<file path="src/rtl/fetch_unit.sv">
// fetch_unit: instruction fetch stage. Owns the PC, issues single-outstanding
// word reads to instruction memory and buffers up to two {instruction, PC+4}
// pairs for the IF/ID register. A redirect flushes the buffer and squashes any
// read still in flight. Empty head slots are presented as all-zero bubbles.
// Optional feature macro: FETCH_PERF_CNT_EN adds the bubble_cnt output.
module fetch_unit #(
  parameter logic [31:0] RESET_PC = 32'h0000_0000
) (
  input  logic        clk,
  input  logic        reset,
  output logic        imem_req,
  output logic [31:0] imem_addr,
  input  logic        imem_gnt,
  input  logic        imem_rvalid,
  input  logic [31:0] imem_rdata,
  input  logic        stall,
  input  logic        redirect,
  input  logic [31:0] redirect_pc,
  output logic [31:0] ins_out,
  output logic [31:0] pc4_out,
  output logic        ins_valid
`ifdef FETCH_PERF_CNT_EN
  ,
  output logic [31:0] bubble_cnt
`endif
);

  // Architectural fetch state
  logic [31:0] pc;
  logic [31:0] pend_pc4;
  logic        outstanding;
  logic        kill;

  // Two-entry buffer: circular storage addressed by head and occupancy
  logic [31:0] ins_q [2];
  logic [31:0] pc4_q [2];
  logic        head;
  logic [1:0]  count;

  // Per-cycle control decisions
  logic        issue;
  logic        fire;
  logic        push;
  logic        pop;
  logic        tail;

  // Issue only when nothing is in flight and the buffer has room for the reply
  always_comb begin
    issue = 1'b0;
    fire  = 1'b0;
    push  = 1'b0;
    pop   = 1'b0;
    tail  = head ^ count[0];
    if (!reset && !redirect && !outstanding && (count != 2'd2)) begin
      issue = 1'b1;
    end
    fire = issue && imem_gnt;
    push = imem_rvalid && outstanding && !kill && !redirect;
    pop  = !stall && (count != 2'd0);
  end

  assign imem_req  = issue;
  assign imem_addr = reset ? RESET_PC : pc;

  // PC, in-flight tracking and squash flag; redirect overrides everything else
  always_ff @(posedge clk) begin
    if (reset) begin
      pc          <= RESET_PC;
      pend_pc4    <= RESET_PC + 32'd4;
      outstanding <= 1'b0;
      kill        <= 1'b0;
    end else if (redirect) begin
      pc <= redirect_pc & 32'hFFFF_FFFC;
      if (imem_rvalid) begin
        outstanding <= 1'b0;
        kill        <= 1'b0;
      end else if (outstanding) begin
        kill <= 1'b1;
      end
    end else begin
      if (imem_rvalid) begin
        outstanding <= 1'b0;
        kill        <= 1'b0;
      end
      if (fire) begin
        outstanding <= 1'b1;
        pc          <= pc + 32'd4;
        pend_pc4    <= pc + 32'd4;
      end
    end
  end

  // Buffer occupancy and head pointer; a flush simply empties the buffer
  always_ff @(posedge clk) begin
    if (reset) begin
      count <= 2'd0;
      head  <= 1'b0;
    end else if (redirect) begin
      count <= 2'd0;
    end else begin
      count <= count + {1'b0, push} - {1'b0, pop};
      if (pop) begin
        head <= ~head;
      end
    end
  end

  // Buffer data storage; entries are only meaningful while counted as valid
  always_ff @(posedge clk) begin
    if (push) begin
      ins_q[tail] <= imem_rdata;
      pc4_q[tail] <= pend_pc4;
    end
  end

  // Present the registered head, or a zero bubble when the buffer is empty
  always_comb begin
    ins_valid = (count != 2'd0);
    ins_out   = 32'h0;
    pc4_out   = 32'h0;
    if (ins_valid) begin
      ins_out = ins_q[head];
      pc4_out = pc4_q[head];
    end
  end

`ifdef FETCH_PERF_CNT_EN
  // Count every edge where decode wanted an instruction but got a bubble
  always_ff @(posedge clk) begin
    if (reset) begin
      bubble_cnt <= 32'h0;
    end else if (!stall && !ins_valid) begin
      bubble_cnt <= bubble_cnt + 32'd1;
    end
  end
`endif

  // Memory must never answer without a request in flight
  assert property (@(posedge clk) disable iff (reset) imem_rvalid |-> outstanding);

  // Buffer occupancy never exceeds its two entries
  assert property (@(posedge clk) disable iff (reset) count <= 2'd2);

endmodule

</file>
<file path="config.mk">
export PLATFORM = sky130hd
export DESIGN_NAME = fetch_unit
export DESIGN_NICKNAME = d
export VERILOG_FILES = /design/src/rtl/fetch_unit.sv
export SDC_FILE = /design/constraint.sdc
export NUM_CORES = 1
export LEC_CHECK = 0
export CORE_ASPECT_RATIO = 0.6
export CORE_MARGIN = 1.5
export CORE_UTILIZATION = 30
export CTS_BUF_LIST = sky130_fd_sc_hd__clkbuf_4
export DETAILED_ROUTE_END_ITERATION = 16
export PLACE_DENSITY = 0.56
export SYNTH_ARGS = -nofsm -noshare
export SYNTH_HDL_FRONTEND = slang
export SYNTH_SLANG_ARGS = --single-unit
</file>
<file path="constraint.sdc">
create_clock -name clk -period 6.8 [get_ports clk]
set_clock_uncertainty 0.15 [all_clocks]
set_input_delay 1.36 -clock clk [delete_from_list [all_inputs] [get_ports clk]]
set_output_delay 1.36 -clock clk [all_outputs]
set_load 0.1 [all_outputs]
</file>
# Word-level counts from Yosys, hierarchy flattened

Memory sizes are Yosys's and may differ from the RTL's. A register that Yosys moved wholly into a read port is not among the register bits.
Cells that the tools add are included.

Add/sub/neg operators: 3
Equal/unequal tests: 1
Muxes and demuxes: 19
Bitwise operators: 3
Reduce and logical (&&, ||, !) cells: 21

Operator list:

| cell                  | number |
|---|---|
| $mux 32               | 5 |
| $add 32x3->32 const B | 1 |
| $mux 1                | 14 |
| $logic_and 1x1->1     | 8 |
| $reduce_bool 2->1     | 4 |
| $reduce_and 2->1      | 3 |
| $logic_not 1->1       | 5 |
| $add 2x1->2           | 1 |
| $ne 2x2->1 const B    | 1 |
| $not 1->1             | 2 |
| $reduce_or 2->1       | 1 |
| $sub 2x1->2           | 1 |
| $xor 1x1->1           | 1 |

Register bits: 69
Memory bits (writable): 128
Output and inout bits: 98
Logic and storage cells: 56
Memories kept: 2

Memory list:

| memory | words | width | read ports | clocked after Yosys merged registers in | wr ports | RTL line | text |
|---|---|---|---|---|---|---|---|
| ins_q  | 2     | 32    | 1          | 1                                       | 1        | 35       | `logic [31:0] ins_q [2];` |
| pc4_q  | 2     | 32    | 1          | 1                                       | 1        | 36       | `logic [31:0] pc4_q [2];` |

# Depth between registers and ports, before layout

Gate-level depths: netlist (run 1).

Depth in word-level cells: 8
Depth in mapped cells: 10

# Least setup slack after synthesis (run 1)

No wires, ideal clock.

Kind: input to register
From: input redirect
To: memory ins_q[0][0], enable pin
Setup time: 0.489 ns
Arrival time: 4.522 ns
Required time: 6.161 ns
Setup slack: 1.639 ns
Stages: 4
Path buffers: 1
Cells stage by stage: clkbuf_1 -> nor2_1 -> nand3_1 -> nor2b_1

Cells in the longest elaborated chain, start to end: 4

RTL lines:

| element                      | RTL line | text |
|---|---|---|
| start: declaration           | 17       | `input logic redirect,` |
| $logic_not 1->1              | 58       | `push = imem_rvalid && outstanding && !kill && !redirect;` |
| $logic_and 1x1->1            | 58       |  |
| $mux 1                       | 110      | `if (push) begin` |
| $mux 1 (not written as such) | 111      | `ins_q[tail] <= imem_rdata;` |
| end: declaration             | 35       |  |

Every way passes these cells.

==> results.md, run 1 <==
- worst r2r dst: count[1]
- number of warning messages in the yosys log: 0
- clock slew at reported path FFs: 150 ps
- Layout Nets: 909
- Root Buffer Master: sky130_fd_sc_hd__clkbuf_4
- count of pins on the block boundary: 168
- post-CTS setup-driven buffer insertion count: 0
- Cell Int Power: 1.57 mW
- Psw: 0.579 mW
- global-route usage over all layers: 0.152
- number of global-route vias before repair: 5359
- worst-path maximum fanout: 33
- largest cells by area after synthesis: sky130_fd_sc_hd__edfxtp_1 46%, sky130_fd_sc_hd__dfxtp_1 16%, sky130_fd_sc_hd__mux2i_1 7.7%
- maximum level of the CTS H-tree: 4
- number of buffer cells added on primary ports: 161
- TritonCTS Sinks: 190
- largest net degree at the start of global routing: 46
- Fillers: 2574
- TritonCTS buffer count: 17
- largest area contributor in the netlist: sky130_fd_sc_hd__edfxtp_1
- Crit. End Element: output port
- area occupied by registers: 0.00505 mm²
- wire length of the first global-routing pass: 32000 µm
- multi-input logic area: 0.00280 mm²
- flip-flop and latch count after synthesis: 190
- RSZ-0062 raised after global routing: no
- class of the most critical setup path: reg2out
- synthesized area per cell: 11.6 µm²
- number of enable-type register cells in the synthesized netlist: 124
- vias after detailed routing: 5746
- layout overhead on the synthesized area: 27.4%
- critical path arrival: 3380 ps
- Post-synth ARST share: 0
- count of placed standard cells including taps: 1177
- final count of hold timing violations: 0
- leading register cell type out of synthesis: sky130_fd_sc_hd__edfxtp_1
- placement row count: 46
- final critical-path share of the clock period: 0.719
- worst skew pair latency: 570 ps
- Worst Path Required: 5290 ps
- Die Span X: 215 µm
- mean number of vias per cell: 4.75
- Unique masters post-synth: 48
- Slew HR: 0.241
- Reg power frac: 0.599
- reg-to-reg setup timing slack: 4070 ps
- count of TritonRoute iterations in the first routing pass: 5
- ranking of synthesized cells by instance count: 124 x sky130_fd_sc_hd__edfxtp_1, 93 x sky130_fd_sc_hd__nor2_1, 66 x sky130_fd_sc_hd__dfxtp_1
- TritonCTS clock tree: done
- leftover overflow at the end of global routing: 0
- kind of start point of the critical path: flop
- antenna violations before repair: 0
- share of cells above drive strength 1: 0.0730
- slew of the pin with the lowest slew margin: 1140 ps
- endpoint of the worst setup timing path: ins_out[16]
- worst ir drop on vdd: 0.0968 mV
- placeable core area: 0.0264 mm²
- Pwr per Cell Area: 209 mW/mm²
- CTS hold repair buffers: 0
- Post-Syn Area: 0.00807 mm²
- Switching Fraction: 0.270
- clk buf depth: 2
- proportion of power drawn by the clock network: 0.283
- max-slew violation count: 0
- die outline height: 130 µm
- final worst hold slack: 311 ps
- result of the run: complete, no violations
- WL/cell: 17.4 µm
- DR DRC count: 0
- r2r worst-path depth: 9
- antenna viol nets, final: 0
- total die area: 0.0279 mm²
- sequential area share after synthesis: 0.625
- Finished Layout Cells: 1209
- cell with the most instances after synthesis: sky130_fd_sc_hd__edfxtp_1
- number of inserted diodes: 0
- final-report setup violation count: 0
- Highest Clock Rate: 204 MHz
- final wirelength: 21000 µm
- start of the worst register-to-register path: count[0]
- kind of path behind the tightest hold check: reg2reg
- detailed placer's ending HPWL: 14300 µm
- setup TNS: 0 ps
- Leakage Power: 3.20 nW
- minimum clock period after layout: 4890 ps
- Final GP Congestion: 0.784
- Initial Util: 0.305
- max-capacitance violation count: 0
- Synth top area share: 0.462
- relative contribution of combinational cells to total power: 0.118
- drt initial violations: 465
- number of gates resized after CTS: 0
- Cells after Synth: 696
==> per-layer routing <==
metal,vias to the layer above,track usage,part of all wire
met4,0,0.0348,0.0071
met1,2770,0.224,0.51
li1,2791,-,-
met3,10,0.0352,0.061
met5,-,0,0
met2,175,0.225,0.42
==> flip-flops by register name, summed over array words and instances, names as in the netlist, named ones only <==
| name | count |
|---|---|
| pc4_q | 60 |
| head | 1 |
| count | 2 |
| outstanding | 1 |
| kill | 1 |
| pc | 30 |
| pend_pc4 | 30 |
| ins_q | 64 |
==> through the flow <==
stage                      util  worst slack, ps  total power [mW]  instance area (µm²)
after floorplan               -             1640              1.47                 8080
final                     0.389             1910              2.15                10300
after global routing      0.389             1650              2.23                10300
after global placement    0.379             1930              1.56                10000
after CTS                 0.389             1760              2.17                10300
after detailed placement  0.379             1950              1.56                10000
==> layout by cell type, fill, tap and decap left out, drive strengths merged, types with 4 or more instances in the layout <==
| cell | Yosys | layout |
|---|---|---|
| nand3 | 13 | 13 |
| inv | 8 | 10 |
| clkinv | 0 | 6 |
| nand4 | 9 | 9 |
| edfxtp | 124 | 124 |
| o21ai | 47 | 47 |
| a22oi | 9 | 9 |
| o22ai | 6 | 6 |
| nor2 | 94 | 94 |
| xor2 | 8 | 8 |
| clkbuf | 24 | 20 |
| nand2 | 23 | 23 |
| mux2i | 62 | 62 |
| buf | 29 | 12 |
| and4 | 4 | 4 |
| nor2b | 28 | 28 |
| dfxtp | 66 | 66 |
| conb | 1 | 4 |
| nor3b | 6 | 6 |
| clkdlybuf4s50 | 0 | 159 |
| xnor2 | 19 | 19 |
| and3 | 4 | 4 |
| a21oi | 59 | 59 |
| nor4 | 6 | 6 |
| nor3 | 22 | 22 |
| and2 | 4 | 4 |
==> worst max-delay path, cell delays in order, from the launching register on <==
cell and delay, ps:
sky130_fd_sc_hd__dfxtp_4 790, sky130_fd_sc_hd__buf_4 560, sky130_fd_sc_hd__mux2i_1 140, sky130_fd_sc_hd__nor2_1 160, sky130_fd_sc_hd__clkdlybuf4s50_1 1160
==> logic make-up after synthesis <==
family,count (synthesis),synth area share
AND/OR/NAND/NOR,219,0.140
flip-flops,190,0.625
AO/OA/AOI/OAI,133,0.0917
multiplexers,62,0.0769
buffers and inverters,61,0.0318
XOR/XNOR,27,0.0293
adder cells (fa/ha/maj),3,0.00465
other,1,0.000465
==> power by group through the flow <==
stage	combinational, mW	sequential [mW]	clock [mW]
after floorplan	0.175	1.29	0
after global placement	0.251	1.31	0
after detailed placement	0.252	1.31	0
after CTS	0.254	1.29	0.635
after global routing	0.268	1.29	0.676
final	0.252	1.29	0.607
==> worst min-delay path by stage <==
stage / startpoint / end / slack, ps / cells past startpoint
after global routing: pend_pc4[22] / pc4_q[0][22] / 340 / 0
after global placement: pend_pc4[24] / pc4_q[0][24] / 290 / 0
after floorplan: pend_pc4[16] / pc4_q[0][16] / 280 / 0
final: pend_pc4[26] / pc4_q[0][26] / 310 / 0
after detailed placement: pend_pc4[20] / pc4_q[0][20] / 290 / 0
after CTS: pend_pc4[20] / pc4_q[1][20] / 320 / 0
==> cell type report <==
class	instances	share of cell area
repair buffers	171	0.163
clock inverters	12	0.0116
inverters	8	0.00292
clock buffers	20	0.0146
multi-input cells	448	0.273
well taps	360	0.0438
flip-flops and latches	190	0.491
(Power assumes the default switching activity.)
==> run 2: changes to the inputs <==
--- a/config.mk
+++ b/config.mk
@@ -10,7 +10,7 @@
 export CORE_UTILIZATION = 30
 export CTS_BUF_LIST = sky130_fd_sc_hd__clkbuf_4
 export DETAILED_ROUTE_END_ITERATION = 16
-export PLACE_DENSITY = 0.56
+export PLACE_DENSITY = 0.57
 export SYNTH_ARGS = -nofsm -noshare
 export SYNTH_HDL_FRONTEND = slang
 export SYNTH_SLANG_ARGS = --single-unit
==> constraint.sdc (replaced) <==
create_clock -name clk -period 4.2 [get_ports clk]
set_clock_uncertainty 0.15 [all_clocks]
set_input_delay 0.84 -clock clk [delete_from_list [all_inputs] [get_ports clk]]
set_output_delay 0.84 -clock clk [all_outputs]
set_load 0.1 [all_outputs]
==> run 2 against run 1 <==
  * Die area unchanged
  * Combinational power increased by 62%
  * Register-to-register slack got worse by 2500 ps
  * Critical endpoint is now ins_out[15]
==> results.md, run 2 (same netlist as run 1, synthesis figures left out) <==
- RSZ-0062 raised after global routing: no
- worst skew pair latency: 590 ps
- mean number of vias per cell: 4.71
- CTS hold repair buffers: 0
- max-slew violation count: 0
- number of flip-flops under the largest register name: 64
- largest net degree at the start of global routing: 65
- maximum level of the CTS H-tree: 4
- start of the worst register-to-register path: pc[2]
- final count of hold timing violations: 0
- detailed placer's ending HPWL: 14400 µm
- kind of path behind the tightest hold check: reg2reg
- Worst Path Required: 3210 ps
- number of inserted diodes: 0
- Crit. End Element: output port
- count of TritonRoute iterations in the first routing pass: 5
- max-capacitance violation count: 0
- startpoint of the most critical hold path: pend_pc4[18]
- class of the most critical setup path: reg2out
- r2r worst-path depth: 6
- Biggest register: ins_q
- worst ir drop on vdd: 0.160 mV
- layout overhead on the synthesized area: 25.6%
- share of cells above drive strength 1: 0.186
- critical path arrival: 2320 ps
- global-route usage over all layers: 0.151
- number of buffer cells added on primary ports: 161
- kind of start point of the critical path: flop
- leftover overflow at the end of global routing: 0
- TritonCTS buffer count: 17
- TritonCTS clock tree: done
- placement row count: 46
- setup TNS: 0 ps
- clock slew at reported path FFs: 170 ps
- Slew HR: 0.338
- largest registers: ins_q: 64 flops, pc4_q: 60 flops
- clk buf depth: 2
- vias after detailed routing: 5700
- worst-path maximum fanout: 32
- antenna violations before repair: 0
- drt initial violations: 400
- DR DRC count: 0
- placeable core area: 0.0264 mm²
- die outline height: 130 µm
- Initial Util: 0.305
- Fillers: 2599
- Root Buffer Master: sky130_fd_sc_hd__clkbuf_4
- Highest Clock Rate: 302 MHz
- post-CTS setup-driven buffer insertion count: 0
- Pwr per Cell Area: 344 mW/mm²
- antenna viol nets, final: 0
- TritonCTS Sinks: 190
- wire length of the first global-routing pass: 31800 µm
- Die Span X: 215 µm
- cell depth of the worst hold path: 0
- slew of the pin with the lowest slew margin: 990 ps
- most common library cell in the layout ignoring fill and taps: sky130_fd_sc_hd__edfxtp_1
- result of the run: complete, no violations
- final wirelength: 21000 µm
- minimum clock period after layout: 3310 ps
- commonest cells after routing, fill and taps aside: 124 x sky130_fd_sc_hd__edfxtp_1, 101 x sky130_fd_sc_hd__buf_4, 91 x sky130_fd_sc_hd__nor2_1
- number of global-route vias before repair: 5200
- count of pins on the block boundary: 168
- WL/cell: 17.3 µm
- Util after Layout: 0.383
- total die area: 0.0279 mm²
- Final GP Congestion: 0.823
- number of gates resized after CTS: 0
- Leakage Power: 3.41 nW
- final-report setup violation count: 0
- final critical-path share of the clock period: 0.787
- Layout Nets: 911
==> run 2: cell count changes in the layout (fill, tap and decap cells not counted), sizes merged <==
cell,before,now
inv,10,13
clkdlybuf4s50,159,67
buf,12,106
bufinv,2,1
clkbuf,20,17
clkinv,6,7
==> run 2: worst paths after layout <==
| kind | endpoint | slack (ps) |
|---|---|---|
| max | ins_out[15] | 890 |
| min | pc4_q[1][18] | 330 |
| max reg2reg | pc[14] | 1540 |
| min reg2reg | pc4_q[1][18] | 330 |
==> run 2: layout make-up <==
type / count / area [µm²] / area share
sequential: 190 / 5050 / 0.498
multi-input combinational: 448 / 2800 / 0.277
timing repair buffer: 173 / 1510 / 0.149
tap: 360 / 450 / 0.0445
clock inverter: 15 / 159 / 0.0157
clock buffer: 17 / 128 / 0.0126
inverter: 8 / 30.0 / 0.00296
==> run 2: per-layer routing <==
layer / global-route usage / wire, µm / up-vias
met5: 0 / 0 / -
met4: 0.0398 / 138 / 0
met3: 0.0396 / 1050 / 9
met2: 0.213 / 8940 / 134
met1: 0.227 / 10800 / 2759
li1: - / - / 2798
==> run 2: critical path: stages, from the launching register on <==
cell                      delay (ps)
sky130_fd_sc_hd__dfxtp_4         790
sky130_fd_sc_hd__buf_12          330
sky130_fd_sc_hd__mux2i_1         250
sky130_fd_sc_hd__nor2_1           60
sky130_fd_sc_hd__buf_4           260
==> run 2: through the flow <==
stage / cell area [µm²] / power [mW] / setup slack, ps / hold slack [ps] / std cells
floorplan: 8080 / 2.38 / 624 / 275 / 699
global placement: 9840 / 2.52 / 979 / 287 / 1179
detailed placement: 9840 / 2.53 / 948 / 290 / 1179
CTS: 10100 / 3.53 / 771 / 330 / 1211
global route: 10100 / 3.63 / 696 / 349 / 1211
finish: 10100 / 3.49 / 894 / 329 / 1211
==> run 2: power breakdown <==
group | total (mW) | switching [mW] | internal, mW
combinational | 0.407 | 0.271 | 0.136
sequential | 2.08 | 0.0523 | 2.03
clock | 1.00 | 0.684 | 0.316
total | 3.49 | 1.01 | 2.48
==> run 3: changes to the inputs <==
==> constraint.sdc (replaced) <==
create_clock -name clk -period 2.9 [get_ports clk]
set_clock_uncertainty 0.15 [all_clocks]
set_input_delay 0.58 -clock clk [delete_from_list [all_inputs] [get_ports clk]]
set_output_delay 0.58 -clock clk [all_outputs]
set_load 0.1 [all_outputs]
==> run 3 against run 2 <==
  * Worst setup slack lost 610 ps
  * First-iteration DRC count shrank 19%
  * Via count grew 0.91%
  * Power grew 51%
  * Global-route usage grew 0.18 points
  * Core utilization grew 5.5 points
  * Cell count grew 1.2%
  * Critical path type unchanged
  * Highest routed layer unchanged
==> results.md, run 3 (same netlist as run 1, synthesis figures left out) <==
- worst skew pair latency: 570 ps
- count of pins on the block boundary: 168
- Fillers: 2483
- Reg power frac: 0.570
- total die area: 0.0279 mm²
- minimum clock period after layout: 2620 ps
- Initial Util: 0.305
- result of the run: complete, no violations
- Psw: 1.44 mW
- count of placed standard cells including taps: 1188
- relative contribution of combinational cells to total power: 0.131
- vias after detailed routing: 5752
- Pwr per Cell Area: 456 mW/mm²
- TritonCTS clock tree: done
- endpoint with the worst hold slack: pc[4]
- Highest Clock Rate: 382 MHz
- proportion of power drawn by the clock network: 0.299
- final critical-path share of the clock period: 0.902
- antenna viol nets, final: 0
- DR DRC count: 0
- kind of path behind the tightest hold check: in2reg
- Die Span X: 215 µm
- largest net degree at the start of global routing: 70
- maximum level of the CTS H-tree: 4
- mean number of vias per cell: 4.70
- overall power after layout: 5.28 mW
- share of cells above drive strength 1: 0.288
- Setup WS post-layout: 285 ps
- setup TNS: 0 ps
- die outline height: 130 µm
- placeable core area: 0.0264 mm²
- final count of hold timing violations: 0
- pre-CTS setup slack: 136 ps
- Finished Layout Cells: 1225
- Leakage Power: 3.76 nW
- worst-path maximum fanout: 12
- number of global-route vias before repair: 5383
- Worst Path Required: 2170 ps
- slew of the pin with the lowest slew margin: 839 ps
- placement row count: 46
- worst r2r dst: pc[14]
- Root Buffer Master: sky130_fd_sc_hd__clkbuf_4
- Util after Layout: 0.439
- Cell Int Power: 3.84 mW
- class of the most critical setup path: reg2out
- WL/cell: 17.2 µm
- clock slew at reported path FFs: 170 ps
- clk buf depth: 2
- cell depth of the worst hold path: 2
- drt initial violations: 325
- count of TritonRoute iterations in the first routing pass: 5
- RSZ-0062 raised after global routing: no
- leftover overflow at the end of global routing: 0
- Slew HR: 0.440
- wire length of the first global-routing pass: 32200 µm
- Biggest register: ins_q
- Final GP Congestion: 0.828
- Layout Nets: 925
- layout overhead on the synthesized area: 43.7%
- global-route usage over all layers: 0.153
- worst ir drop on vdd: 0.239 mV
- multi-input logic area: 0.00299 mm²
- reg-to-reg setup timing slack: 520 ps
- number of buffer cells added on primary ports: 161
- TritonCTS Sinks: 190
- antenna violations before repair: 0
- max-capacitance violation count: 0
- detailed placer's ending HPWL: 15000 µm
- final wirelength: 21000 µm
- final-report setup violation count: 0
- number of inserted diodes: 0
- CTS hold repair buffers: 0
- start of the worst register-to-register path: pc[3]
- Switching Fraction: 0.273
- kind of start point of the critical path: flop
- number of flip-flops under the largest register name: 64
- Crit. End Element: output port
- largest registers: ins_q: 64 flops, pc4_q: 60 flops
- area occupied by registers: 0.00505 mm²
- commonest cells after routing, fill and taps aside: 124 x sky130_fd_sc_hd__edfxtp_1, 95 x sky130_fd_sc_hd__buf_12, 66 x sky130_fd_sc_hd__clkdlybuf4s50_1
- TritonCTS buffer count: 17
- r2r worst-path depth: 6
- startpoint of the most critical hold path: reset
- critical path arrival: 1890 ps
- most common library cell in the layout ignoring fill and taps: sky130_fd_sc_hd__edfxtp_1
- max-slew violation count: 0
[run 3: changes by cell type in the layout (fill, tap and decap cells not counted), moves of 3 or more]
cell                      delta
sky130_fd_sc_hd__buf_12     +91
sky130_fd_sc_hd__buf_4      -77
sky130_fd_sc_hd__nor2_1     -64
sky130_fd_sc_hd__nor2_2     +64
sky130_fd_sc_hd__nor2b_1    -12
sky130_fd_sc_hd__nor2b_2    +12
sky130_fd_sc_hd__inv_6       +4
sky130_fd_sc_hd__inv_8       -3
[run 3: power by group through the flow]
stage	logic (mW)	registers (mW)	clock network, mW
finish	0.692	3.01	1.58
global route	0.728	3.02	1.74
CTS	0.694	3.01	1.64
detailed placement	0.691	3.07	0
global placement	0.686	3.07	0
floorplan	0.423	3.04	0
[run 3: worst max-delay path by stage]
stage / depth (start not counted) / slack (ps) / start / end
after floorplan: 4 / -320 / redirect / ins_q[1][0]
after global placement: 6 / 170 / redirect / pc[4]
final: 4 / 280 / flop / pc4_out[30]
after global routing: 4 / 160 / flop / pc4_out[30]
after detailed placement: 7 / 140 / redirect / pc[23]
after CTS: 4 / 8 / flop / pc4_out[5]
[run 3: area by class of cell]
cell class | instances | share of cell area
Inverter | 8 | 0.00259
Clock inverter | 14 | 0.0153
Sequential cell | 190 | 0.436
Multi-Input combinational cell | 448 | 0.258
Timing Repair Buffer | 187 | 0.238
Tap cell | 360 | 0.0389
Clock buffer | 18 | 0.0117
[run 3: per-layer routing]
layer,GRT usage,vias to the layer above,share of wire
li1,-,2829,-
met1,0.226,2761,0.52
met2,0.224,153,0.43
met3,0.0396,9,0.050
met4,0.0311,0,0.0063
met5,0,-,0
[run 3: timing repair]
item | in CTS | in global routing
setup buffers | 0 | 5
hold endpoints to repair | 0 | 0
gates resized for setup | 1 | 0
gates cloned | 0 | 0
pin swaps | 0 | 0
endpoints found under the setup margin | 1 | 2
[run 3: critical path, cell delays in order, from the launching register on]
cell	delay (ps)
sky130_fd_sc_hd__dfxtp_4	410
sky130_fd_sc_hd__buf_4	240
sky130_fd_sc_hd__mux2i_1	380
sky130_fd_sc_hd__nor2_2	90
sky130_fd_sc_hd__buf_12	180
[run 3: per-stage QoR]
stage	cell area, µm²	hold WS, ps
floorplan	8270	275
global placement	11200	293
detailed placement	11200	297
CTS	11600	126
global route	11600	146
finish	11600	192
